$ cat src/rtl/esn7e_demo_nios2_qsys_oci_dct_packer.sv
// OCI direct-compressed-trace producer: packs 2-bit trace codes into 30-bit frames
// and hands them downstream over valid/ready, with end-of-test flush tracking.
module esn7e_demo_nios2_qsys_oci_dct_packer #(
  parameter int unsigned MAX_CODES = 15
) (
  input  logic        clk,
  input  logic        reset,
  input  logic        code_valid,
  input  logic [1:0]  code,
  input  logic        flush,
  input  logic        frame_ready,
  output logic        frame_valid,
  output logic [29:0] frame_data,
  output logic [3:0]  frame_count,
  output logic [29:0] dct_buffer,
  output logic [3:0]  dct_count,
  output logic [7:0]  drop_count,
  output logic        test_ending,
  output logic        test_has_ended
);

  localparam int unsigned BUF_W  = 30;
  localparam int unsigned CNT_W  = 4;
  localparam int unsigned DROP_W = 8;
  localparam logic [CNT_W-1:0] MAX_CNT = CNT_W'(MAX_CODES);

  typedef enum logic {ST_RUN = 1'b0, ST_ENDING = 1'b1} state_t;

  state_t             state;
  logic               flush_pend;
  logic               slot_free;
  logic               transfer;
  logic               accept;
  logic               pack;
  logic               drop;
  logic [CNT_W-1:0]   base_cnt;
  logic [CNT_W-1:0]   cnt_nxt;
  logic [BUF_W-1:0]   base_buf;
  logic [BUF_W-1:0]   buf_nxt;
  logic [CNT_W:0]     slot_lsb;

  assign test_ending = flush_pend;

  // Transfer empties the accumulator first so a same-cycle code lands in slot 0.
  always_comb begin
    flush_pend = (state == ST_ENDING);
    slot_free  = !frame_valid || frame_ready;
    transfer   = ((dct_count == MAX_CNT) || (flush_pend && (dct_count != '0))) && slot_free;
    accept     = code_valid && !flush_pend;
    base_buf   = transfer ? '0 : dct_buffer;
    base_cnt   = transfer ? '0 : dct_count;
    pack       = accept && (base_cnt != MAX_CNT);
    drop       = accept && (base_cnt == MAX_CNT);
    slot_lsb   = {base_cnt, 1'b0};
    buf_nxt    = base_buf;
    cnt_nxt    = base_cnt;
    if (pack) begin
      buf_nxt[slot_lsb +: 2] = code;
      cnt_nxt                = base_cnt + CNT_W'(1);
    end
  end

  always_ff @(posedge clk or posedge reset) begin
    if (reset) begin
      state          <= ST_RUN;
      frame_valid    <= 1'b0;
      frame_data     <= '0;
      frame_count    <= '0;
      dct_buffer     <= '0;
      dct_count      <= '0;
      drop_count     <= '0;
      test_has_ended <= 1'b0;
    end else begin
      dct_buffer <= buf_nxt;
      dct_count  <= cnt_nxt;

      if (transfer) begin
        frame_data  <= dct_buffer;
        frame_count <= dct_count;
        frame_valid <= 1'b1;
      end else if (frame_valid && frame_ready) begin
        frame_valid <= 1'b0;
      end

      if (drop && (drop_count != '1)) begin
        drop_count <= drop_count + DROP_W'(1);
      end

      // ENDING is terminal; it only drains and reports when fully empty.
      case (state)
        ST_RUN: begin
          if (flush) state <= ST_ENDING;
        end
        ST_ENDING: begin
          if ((dct_count == '0) && !frame_valid) test_has_ended <= 1'b1;
        end
        default: state <= ST_RUN;
      endcase
    end
  end

endmodule
$ cat config.mk
export PLATFORM = sky130hd
export DESIGN_NAME = esn7e_demo_nios2_qsys_oci_dct_packer
export DESIGN_NICKNAME = d
export VERILOG_FILES = /design/src/rtl/esn7e_demo_nios2_qsys_oci_dct_packer.sv
export SDC_FILE = /design/constraint.sdc
export NUM_CORES = 1
export LEC_CHECK = 0
export ABC_AREA = 1
export CORE_ASPECT_RATIO = 0.7
export CORE_MARGIN = 3
export CORE_UTILIZATION = 35
export DETAILED_ROUTE_END_ITERATION = 6
export GPL_ROUTABILITY_DRIVEN = 0
export PLACE_DENSITY = 0.7
export SLEW_MARGIN = 20
export SYNTH_ARGS = -nofsm -noshare
export SYNTH_HDL_FRONTEND = slang
export SYNTH_SLANG_ARGS = --single-unit
export TNS_END_PERCENT = 10
$ cat constraint.sdc
create_clock -name clk -period 2.53 [get_ports clk]
set_input_delay 0.6325 -clock clk [delete_from_list [all_inputs] [get_ports clk]]
set_output_delay 0.6325 -clock clk [all_outputs]
set_load 0.02 [all_outputs]
==> flow_summary.yaml <==
power_and_ir_drop:
  total_leakage_power_uw: 0.00259
  vdd_ir_drop_max_mv: 0.648
  fin_total_pwr_uw: 4390
  power.density_nw_per_um2: 820
clock_tree:
  ctsHoldBuffers: 0
  path_clk_slew_ns: 0.06
  clk_root_buffer_cell: "clkbuf_16"
  cts.sinks: 79
  post_cts_buffers: 0
  cts_tree: "built"
  cts_buffer_depth: 2
  cts_max_level: 3
  insertion_delay_ns: 0.34
  cts_buffers: 9
place:
  place_inst: 703
  pre_cts_slack_ns: -0.430
  io_buffer_count: 85
  dp_hpwl_mm: 7.21
logic_synthesis:
  synth_cell_type_count: 28
  synth_edf_count: 0
  ys_async_sr_fraction: 1.00
  syn_nets: 469
  synth_top_area_frac: 0.515
  synth_compound_area_frac: 0.0437
  syn_area_per_cell_um2: 8.42
  ys.warnings.count: 0
  seq_area_frac_synth: 0.515
  synth_cells: 456
  synth_top_family_by_area: "simple AND/OR/NAND/NOR gates"
  synth_area_leaders: "dfrtp_1, nand2_1, nand3_1, inv_1, nor2_1"
  synth-seq-cells: 79
  yosys.area.top_type: "dfrtp_1"
  synthAdderAreaFrac: 0.0196
  synthMuxAreaShare: 0
  synth-simple-area-share: 0.330
  synth_xor_area_frac: 0.0228
  synth_top_flop_cell: "dfrtp_1"
  netlist_area_um2: 3840
final_layout:
  diodes: 0
  layout-drive-gt1-share: 0.156
  synthToLayoutAreaGrowth_pct: 39.6
  stdcell_count: 719
  fin_nets: 580
timing:
  skew_ns: 0.00519
  setup_ws_ns: 0.0790
  fin_crit_sh: 0.969
  setup_viol: 0
  timing.hold.ws_ns: 0.480
  min_period_ns: 2.45
  hold_violations: 0
  drv_slew: 0
  relSlewSlack: 0.693
  rsz0062_at_grt: "yes"
  tightest_slew_ns: 0.459
  max_freq_ghz: 0.408
critical_path:
  worst_ep_required_time_ns: 2.81
  rr_worst_depth: 16
  crit_path_max_fanout: 5
  setup.worst_path.end: "dct_buffer[12]"
  r2r_end: "dct_buffer[12]"
  timing.rr.start: "dct_count[0]"
  critPathCaptureType: "flip-flop"
  r2r_slack_ns: 0.19
  critPathLaunchType: "primary input"
  critPathKind: "primary input to flip-flop"
  startpoint: "frame_ready"
  arrival_ns: 2.73
grt:
  grt_pass1_wl_mm: 16.4
  antenna_found_initial: 0
  overflow: 0
  grt_use_total: 0.166
  grt_max_degree: 57
  grt_pass1_vias: 3326
routing:
  wl_per_cell_um: 13.6
  drtPass1Iterations: 4
  ant_nets: 0
  dr.first_iter.drc_count: 210
  avgViaCountPerCell: 4.58
  vias: 3291
  wirelength_mm: 9.76
  drc_errors: 0
die:
  num_io_pins: 86
  floorplan.die_area_um2: 12300
  floorplan.die.width_um: 131
  initial_utilization: 0.365
  num_rows: 31
  die_h_um: 93.6
  fp.coreArea_um2: 10500
flow_run:
  drv_cap: 0
hold_path:
  hold_path_class: "flip-flop to flip-flop"
status:
  outcome: "finished, final reports clean"
Yosys cell counts (5+ instances only):
master	count
nor2_4	5
inv_1	40
xnor2_1	6
dfrtp_1	79
ha_1	6
nand4_1	5
o21ai_0	19
o21ai_1	10
nand2_1	167
nor2_1	26
nor2_2	9
inv_2	6
buf_2	6
nand2_4	5
nand3_1	33
report_power, final:
part / internal [uW] / switching (uW) / total [uW]
registers: 1430 / 110 / 1540
logic: 643 / 1050 / 1690
clock network: 680 / 484 / 1160
layout make-up:
| cell class | count | area, um2 |
|---|---|---|
| clock buffer | 11 | 243 |
| timing repair buffer | 112 | 1080 |
| fill | 974 | 5150 |
| tap | 148 | 185 |
| inverter | 50 | 191 |
| multi-input combinational | 315 | 1660 |
| clock inverter | 4 | 22.5 |
| sequential | 79 | 1980 |
metal layers:
layer / up-vias / track usage / part of all wire
met5: - / 0 / 0
met4: 0 / 0.0568 / 0.015
met3: 15 / 0.0597 / 0.079
met2: 100 / 0.238 / 0.41
met1: 1540 / 0.231 / 0.50
li1: 1636 / - / -
worst min-delay path by stage:
stage | from | to | slack, ns | cells past startpoint
finish | frame_data[22] | frame_data[22] | 0.48 | 2
global route | frame_data[21] | frame_data[21] | 0.50 | 2
CTS | frame_data[21] | frame_data[21] | 0.48 | 2
detailed placement | frame_data[4] | frame_data[4] | 0.47 | 2
global placement | test_has_ended | test_has_ended | 0.46 | 1
floorplan | frame_data[18] | frame_data[18] | 0.59 | 2
timing repair:
item / 4_1_cts / 5_1_grt
cloned: 1 / 0
gates resized for setup: 5 / 6
setup endpoints to repair: 22 / 39
pin swaps: 2 / 2
through the flow:
step / instance area (um2) / utilization / TNS [ns]
after global placement: 5030 / 0.479 / -11.63
after global routing: 5360 / 0.510 / -0.112
final: 5360 / 0.510 / 0
after detailed placement: 5030 / 0.479 / -14.26
after floorplan: 3840 / - / -0.00263
after CTS: 5340 / 0.508 / 0
state kept, by name, indices dropped and copies added (netlist names):
register        count
frame_data         30
frame_count         4
dct_count           4
test_ending         1
test_has_ended      1
frame_valid         1
drop_count          8
dct_buffer         30
cells by family (layout without fill, tap and decap cells):
| logic type | after synthesis | count (layout) |
|---|---|---|
| xor+xnor | 10 | 10 |
| fa+ha+maj | 6 | 6 |
| compound gates | 33 | 33 |
| flops | 79 | 79 |
| buf+inv | 63 | 177 |
| simple gates | 265 | 266 |
critical path: stages:
cell and delay (ns):
clkdlybuf4s50_1 0.40, or2_4 0.28, nand2_8 0.08, inv_2 0.06, nor2_4 0.15, inv_2 0.09
ha_1 0.20, inv_1 0.10, nand3_4 0.15, nand2_8 0.14, inv_1 0.09, nor2_1 0.19
nand2_1 0.09, nand2_1 0.06
cell usage in the layout, fill, tap and decap left out, types with 2 or more instances in the layout:
master and n:
a21oi_1 3, buf_12 2, buf_4 24, clkbuf_16 9, clkdlybuf4s50_1 85, clkinv_1 4, clkinv_2 3, clkinvlp_4 2
dfrtp_1 79, ha_1 5, inv_1 39, inv_2 6, nand2_1 165, nand2_2 6, nand2_4 5, nand2_8 3
nand3_1 33, nand3_4 5, nand4_1 5, nor2_1 23, nor2_2 11, nor2_4 6, nor3_2 2, o21ai_0 19
o21ai_1 10, xnor2_1 6, xor2_1 4
Power figures use the tool's default switching activity.
==> edit 1, RTL diff (same flow settings) <==
Register the output `dct_count` once more; this adds one clock of latency there. The other outputs are not delayed to match.
--- a/src/rtl/esn7e_demo_nios2_qsys_oci_dct_packer.sv
+++ b/src/rtl/esn7e_demo_nios2_qsys_oci_dct_packer.sv
@@ -26,6 +26,8 @@
 
   typedef enum logic {ST_RUN = 1'b0, ST_ENDING = 1'b1} state_t;
 
+  logic [3:0] dct_count_s0;
+
   state_t             state;
   logic               flush_pend;
   logic               slot_free;
@@ -45,10 +47,10 @@
   always_comb begin
     flush_pend = (state == ST_ENDING);
     slot_free  = !frame_valid || frame_ready;
-    transfer   = ((dct_count == MAX_CNT) || (flush_pend && (dct_count != '0))) && slot_free;
+    transfer   = ((dct_count_s0 == MAX_CNT) || (flush_pend && (dct_count_s0 != '0))) && slot_free;
     accept     = code_valid && !flush_pend;
     base_buf   = transfer ? '0 : dct_buffer;
-    base_cnt   = transfer ? '0 : dct_count;
+    base_cnt   = transfer ? '0 : dct_count_s0;
     pack       = accept && (base_cnt != MAX_CNT);
     drop       = accept && (base_cnt == MAX_CNT);
     slot_lsb   = {base_cnt, 1'b0};
@@ -67,16 +69,16 @@
       frame_data     <= '0;
       frame_count    <= '0;
       dct_buffer     <= '0;
-      dct_count      <= '0;
+      dct_count_s0   <= '0;
       drop_count     <= '0;
       test_has_ended <= 1'b0;
     end else begin
       dct_buffer <= buf_nxt;
-      dct_count  <= cnt_nxt;
+      dct_count_s0 <= cnt_nxt;
 
       if (transfer) begin
         frame_data  <= dct_buffer;
-        frame_count <= dct_count;
+        frame_count <= dct_count_s0;
         frame_valid <= 1'b1;
       end else if (frame_valid && frame_ready) begin
         frame_valid <= 1'b0;
@@ -92,11 +94,15 @@
           if (flush) state <= ST_ENDING;
         end
         ST_ENDING: begin
-          if ((dct_count == '0) && !frame_valid) test_has_ended <= 1'b1;
+          if ((dct_count_s0 == '0) && !frame_valid) test_has_ended <= 1'b1;
         end
         default: state <= ST_RUN;
       endcase
     end
   end
 
+  always_ff @(posedge clk) begin
+    dct_count <= dct_count_s0;
+  end
+
 endmodule
Behaviour: not the same (a bounded check fails within 4 cycles, from zero or initial values and one cycle with reset high).
==> edit 1 against the original RTL <==
  * Synthesized area down 1.1%
  * Sequential cell count rose by 4
  * Cell area is 0.37% lower
  * Maximum frequency increased by 2.0%
  * Setup slack improved by 47 ps
  * Total power fell by 7.0%
  * Wire length decreased by 7.7%
  * Largest power group is now registers
==> edit 1: results (changes against the original RTL) <==
average footprint of a synthesized cell = 8.53 µm² (+1.4%)
result of the run = finished clean
Netlist cell types = 31 (+11%)
Min-Delay Endpoint = dct_count[3]
DPL Wire Length = 6630 µm (-8.1%)
fraction of registers with async set or reset after synthesis = 95.2% (-4.8 points)
multi-input gate count = 298 (-5.4%)
Synth top cells by count = 152 x nand2_1, 79 x dfrtp_1, 42 x inv_1, 30 x nor2_1, 28 x o21ai_0
number of vias after detailed routing = 3,204 (-2.6%)
number of nets in the layout = 572 (-1.4%)
Reg-to-Reg Start = dct_count_s0[1]
post-synthesis register bit count = 83 (+5.1%)
count of clock buffers in the final design = 12 (+1)
post-synthesis sequential area ratio = 54.2% (+2.7 points)
adder-cell share of the synthesized area = 1.98% (+0.021 points)
critical path data arrival time = 2620 ps (-110 ps)
fraction of the mapped netlist area in compound gates = 5.08% (+0.71 points)
Clock buffers and inverters, area share = 5.11% (+0.16 points)
Post-Synth XOR/XNOR Area = 2.31% (+0.025 points)
IR drop worst, VDD = 0.000575 V (-11%)
reg-to-reg setup timing slack = 280 ps (+90 ps)
RR Endpoint = dct_buffer[20]
main area contributors after synthesis = dfrtp_1 52%, nand2_1 15%, inv_1 4.2%
Layout Skew = 8.35 ps (+3.16 ps)
Starting DRT DRC Count = 151 (-28%)
startpoint of the worst hold path = dct_count_s0[3]
footprint of the multi-input gates = 1520 µm² (-8.6%)
number of global-route vias before repair = 3,202 (-3.7%)
Filler cells = 948 (-2.7%)
All-Layer GR Usage = 16.1% (-0.44 points)
[edit 1: critical path, cell delays in order]
cell	delay, ps
clkdlybuf4s50_1	400
or2_4	250
nand2_2	80
inv_2	50
nor2_4	120
inv_1	70
ha_1	230
inv_1	70
nand3_2	120
nand2_8	160
buf_4	140
nor2_4	40
inv_2	60
nor2_4	40
nand2_1	50
o21ai_0	80
[edit 1: per-stage QoR]
stage / std cells / TNS, ps / util [%] / power, mW / worst slack, ps
floorplan: 445 / -201 / - / 2.33 / -25.8
global placement: 679 / -9360 / 47.7 / 2.85 / -262
detailed placement: 679 / -11850 / 47.7 / 2.87 / -382
CTS: 695 / 0 / 50.3 / 4.10 / 40.7
global route: 696 / 0 / 51.0 / 4.34 / 6.05
finish: 696 / 0 / 51.0 / 4.08 / 126
[edit 1: repair_timing]
action	4_1_cts	5_1_grt
setup endpoints to repair	2	37
resized for setup	1	20
pin swaps	0	5
buffers inserted	0	1
endpoints found under the hold margin	0	0
[edit 1: worst max-delay path by stage]
stage | to | depth (start not counted) | slack [ps]
finish | dct_buffer[20] | 16 | 130
global route | dct_buffer[11] | 17 | 6
CTS | dct_buffer[20] | 15 | 40
detailed placement | dct_buffer[20] | 14 | -380
global placement | dct_buffer[13] | 16 | -260
floorplan | dct_buffer[12] | 15 | -30
[edit 1: where the power goes]
group	total, mW	switching (mW)	internal (mW)
Combinational	1.34	0.827	0.513
Sequential	1.55	0.0873	1.46
Clock	1.19	0.504	0.690
Total	4.08	1.42	2.67
[edit 1: routing by layer]
layer / track usage [%] / wire length [µm] / vias to the layer above
met5: 0 / 0 / -
met4: 4.11 / 74 / 0
met3: 5.76 / 476 / 10
met2: 25.0 / 3990 / 70
met1: 21.6 / 4470 / 1523
li1: - / - / 1601
==> edit 2, RTL diff (same settings) <==
Made on the original files. The parameter `MAX_CODES` goes from 15 to 7.
--- a/src/rtl/esn7e_demo_nios2_qsys_oci_dct_packer.sv
+++ b/src/rtl/esn7e_demo_nios2_qsys_oci_dct_packer.sv
@@ -1,7 +1,7 @@
 // OCI direct-compressed-trace producer: packs 2-bit trace codes into 30-bit frames
 // and hands them downstream over valid/ready, with end-of-test flush tracking.
 module esn7e_demo_nios2_qsys_oci_dct_packer #(
-  parameter int unsigned MAX_CODES = 15
+  parameter int unsigned MAX_CODES = 7
 ) (
   input  logic        clk,
   input  logic        reset,
Function: changed (a bounded check fails within 10 cycles, from zero or initial values and one cycle with reset high).
==> edit 2 against the original RTL <==
  * Maximum frequency increased by 0.27%
  * Count of clock-buffer cells in the layout is 1 lower
  * Synthesized area fell by 1.2%
  * Total power grew 8.1%
  * Cell area up 0.56%
  * Sequential cell count unchanged
  * Final cell count shrank 1.9%
  * Via count rose by 0.36%
  * Die area fell by 1.2%
  * Wire length increased by 1.8%
  * Setup slack improved by 6.5 ps
==> edit 2: results (changes against the original RTL) <==
result of the run = finished clean
Starting DRT DRC Count = 194 (-7.6%)
post-detailed-placement cell area = 4970 µm² (-1.2%)
leak pwr = 2.61 nW (+0.72%)
Inserted Clock Buffers = 9 (unchanged)
net count after synthesis = 469 (unchanged)
Filler cells = 947 (-2.8%)
Layout Skew = 7.18 ps (+1.98 ps)
diodes inserted = 0 (unchanged)
met2 wire length = 4200 µm (+5.2%)
Reg-to-Reg Start = dct_count[3]
All-Layer GR Usage = 17.0% (+0.41 points)
IR drop worst, VDD = 0.000432 V (-33%)
main area contributors after synthesis = dfrtp_1 52%, nand2_1 16%, nand3_1 4.1%
Hold Path Class = reg -> reg
met3 track demand over resource in global routing = 5.31% (-0.66 points)
placed cells = 689 (-2.0%)
met1 wire length = 4930 µm (+1.8%)
WL met3 = 688 µm (-11%)
Synth top cells by count = 163 x nand2_1, 79 x dfrtp_1, 41 x inv_1, 33 x nor2_1, 31 x nand3_1
number of vias after detailed routing = 3,303 (+0.36%)
post-synthesis sequential area ratio = 52.2% (+0.65 points)
transition time of the tightest slew-check pin = 420 ps (-39.3 ps)
GRT met2 Usage = 23.3% (-0.54 points)
root cell of the clock tree = clkbuf_16
non-filler instance count after layout = 705 (-1.9%)
fraction of post-synthesis cell area in the top cell type by area = 52.2% (+0.65 points)
initial antenna violation count = 0 (unchanged)
average footprint of a synthesized cell = 8.31 µm² (-1.2%)
critical path data arrival time = 2670 ps (-60 ps)
Critical Path Fanout Max = 4 (-1)
met1 routing resource usage after global routing = 25.6% (+2.5 points)
DPL Wire Length = 7140 µm (-0.99%)
Worst Hold Slack = 480 ps (-0.526 ps)
largest net degree at the start of global routing = 80 (+40%)
number of nets in the layout = 581 (+0.17%)
cells on worst reg2reg path = 14 (-2)
clock-pin slew on the worst setup and hold paths = 60 ps (about the same)
final period utilization = 96.6% (-0.26 points)
finished layout cell area = 5390 µm² (+0.56%)
reg-to-reg setup timing slack = 230 ps (+40 ps)
post-place setup slack = -401 ps (+29.2 ps)
global-route wire length before repair = 16,300 µm (-0.29%)
number of global-route vias before repair = 3,220 (-3.2%)
layout cell share with drive strength beyond 1 = 16.4% (+0.82 points)
wire length per cell after detailed routing = 14.1 µm (+3.8%)
RR Endpoint = dct_buffer[26]
Netlist cell types = 30 (+7.1%)
-- edit 2: cell count changes after synthesis, moves of 3 or more --
cell,change
nand3_4,-3
nand2_2,+7
nand2_1,-4
nor2_1,+7
o21ai_1,-9
o21ai_0,+8
nor2_2,-6
nand3_2,+3
-- edit 2: cells by family (layout without fill, tap and decap cells) --
| group | after synthesis | in the layout | synth area share (%) |
|---|---|---|---|
| buf+inv | 63 | 180 | 6.80 |
| fa+ha+maj | 6 | 6 | 1.98 |
| flops | 79 | 79 | 52.2 |
| xor+xnor | 10 | 10 | 2.31 |
| simple gates | 265 | 265 | 32.2 |
| compound gates | 33 | 33 | 4.52 |
-- edit 2: area by class of cell --
type / instances / area share [%]
sequential: 79 / 36.7
inverter: 51 / 3.67
clock buffer: 10 / 4.25
multi-input combinational: 314 / 30.6
clock inverter: 6 / 1.74
timing repair buffer: 113 / 20.0
tap: 132 / 3.06
-- edit 2: timing repair --
action                     in CTS  in global routing
buffers inserted                0                  0
setup endpoints to repair      21                 38
pin swaps                       1                  4
resized for setup               5                 19
-- edit 2: where the power goes --
group          switching (mW)  internal [mW]
logic                    1.12          0.683
clock network           0.516          0.871
registers               0.116           1.45
-- edit 2: how the worst max path moves through the flow --
stage                           to  cells after the start   startpoint
floorplan           dct_buffer[10]                     12  frame_ready
global placement      dct_count[3]                      9  frame_ready
detailed placement   dct_buffer[8]                     15  frame_ready
CTS                  dct_buffer[9]                     14  frame_ready
global route        dct_buffer[17]                     14  frame_ready
finish              dct_buffer[17]                     14  frame_ready
-- edit 2: critical path, cell delays in order --
cell	delay, ps
clkdlybuf4s50_1	390
or2_4	280
nand2_8	80
inv_2	70
nor2_4	180
inv_2	90
ha_2	190
inv_2	70
nand3_4	110
buf_4	170
a21oi_2	120
nand3_1	150
nand2_1	100
nand2_1	50
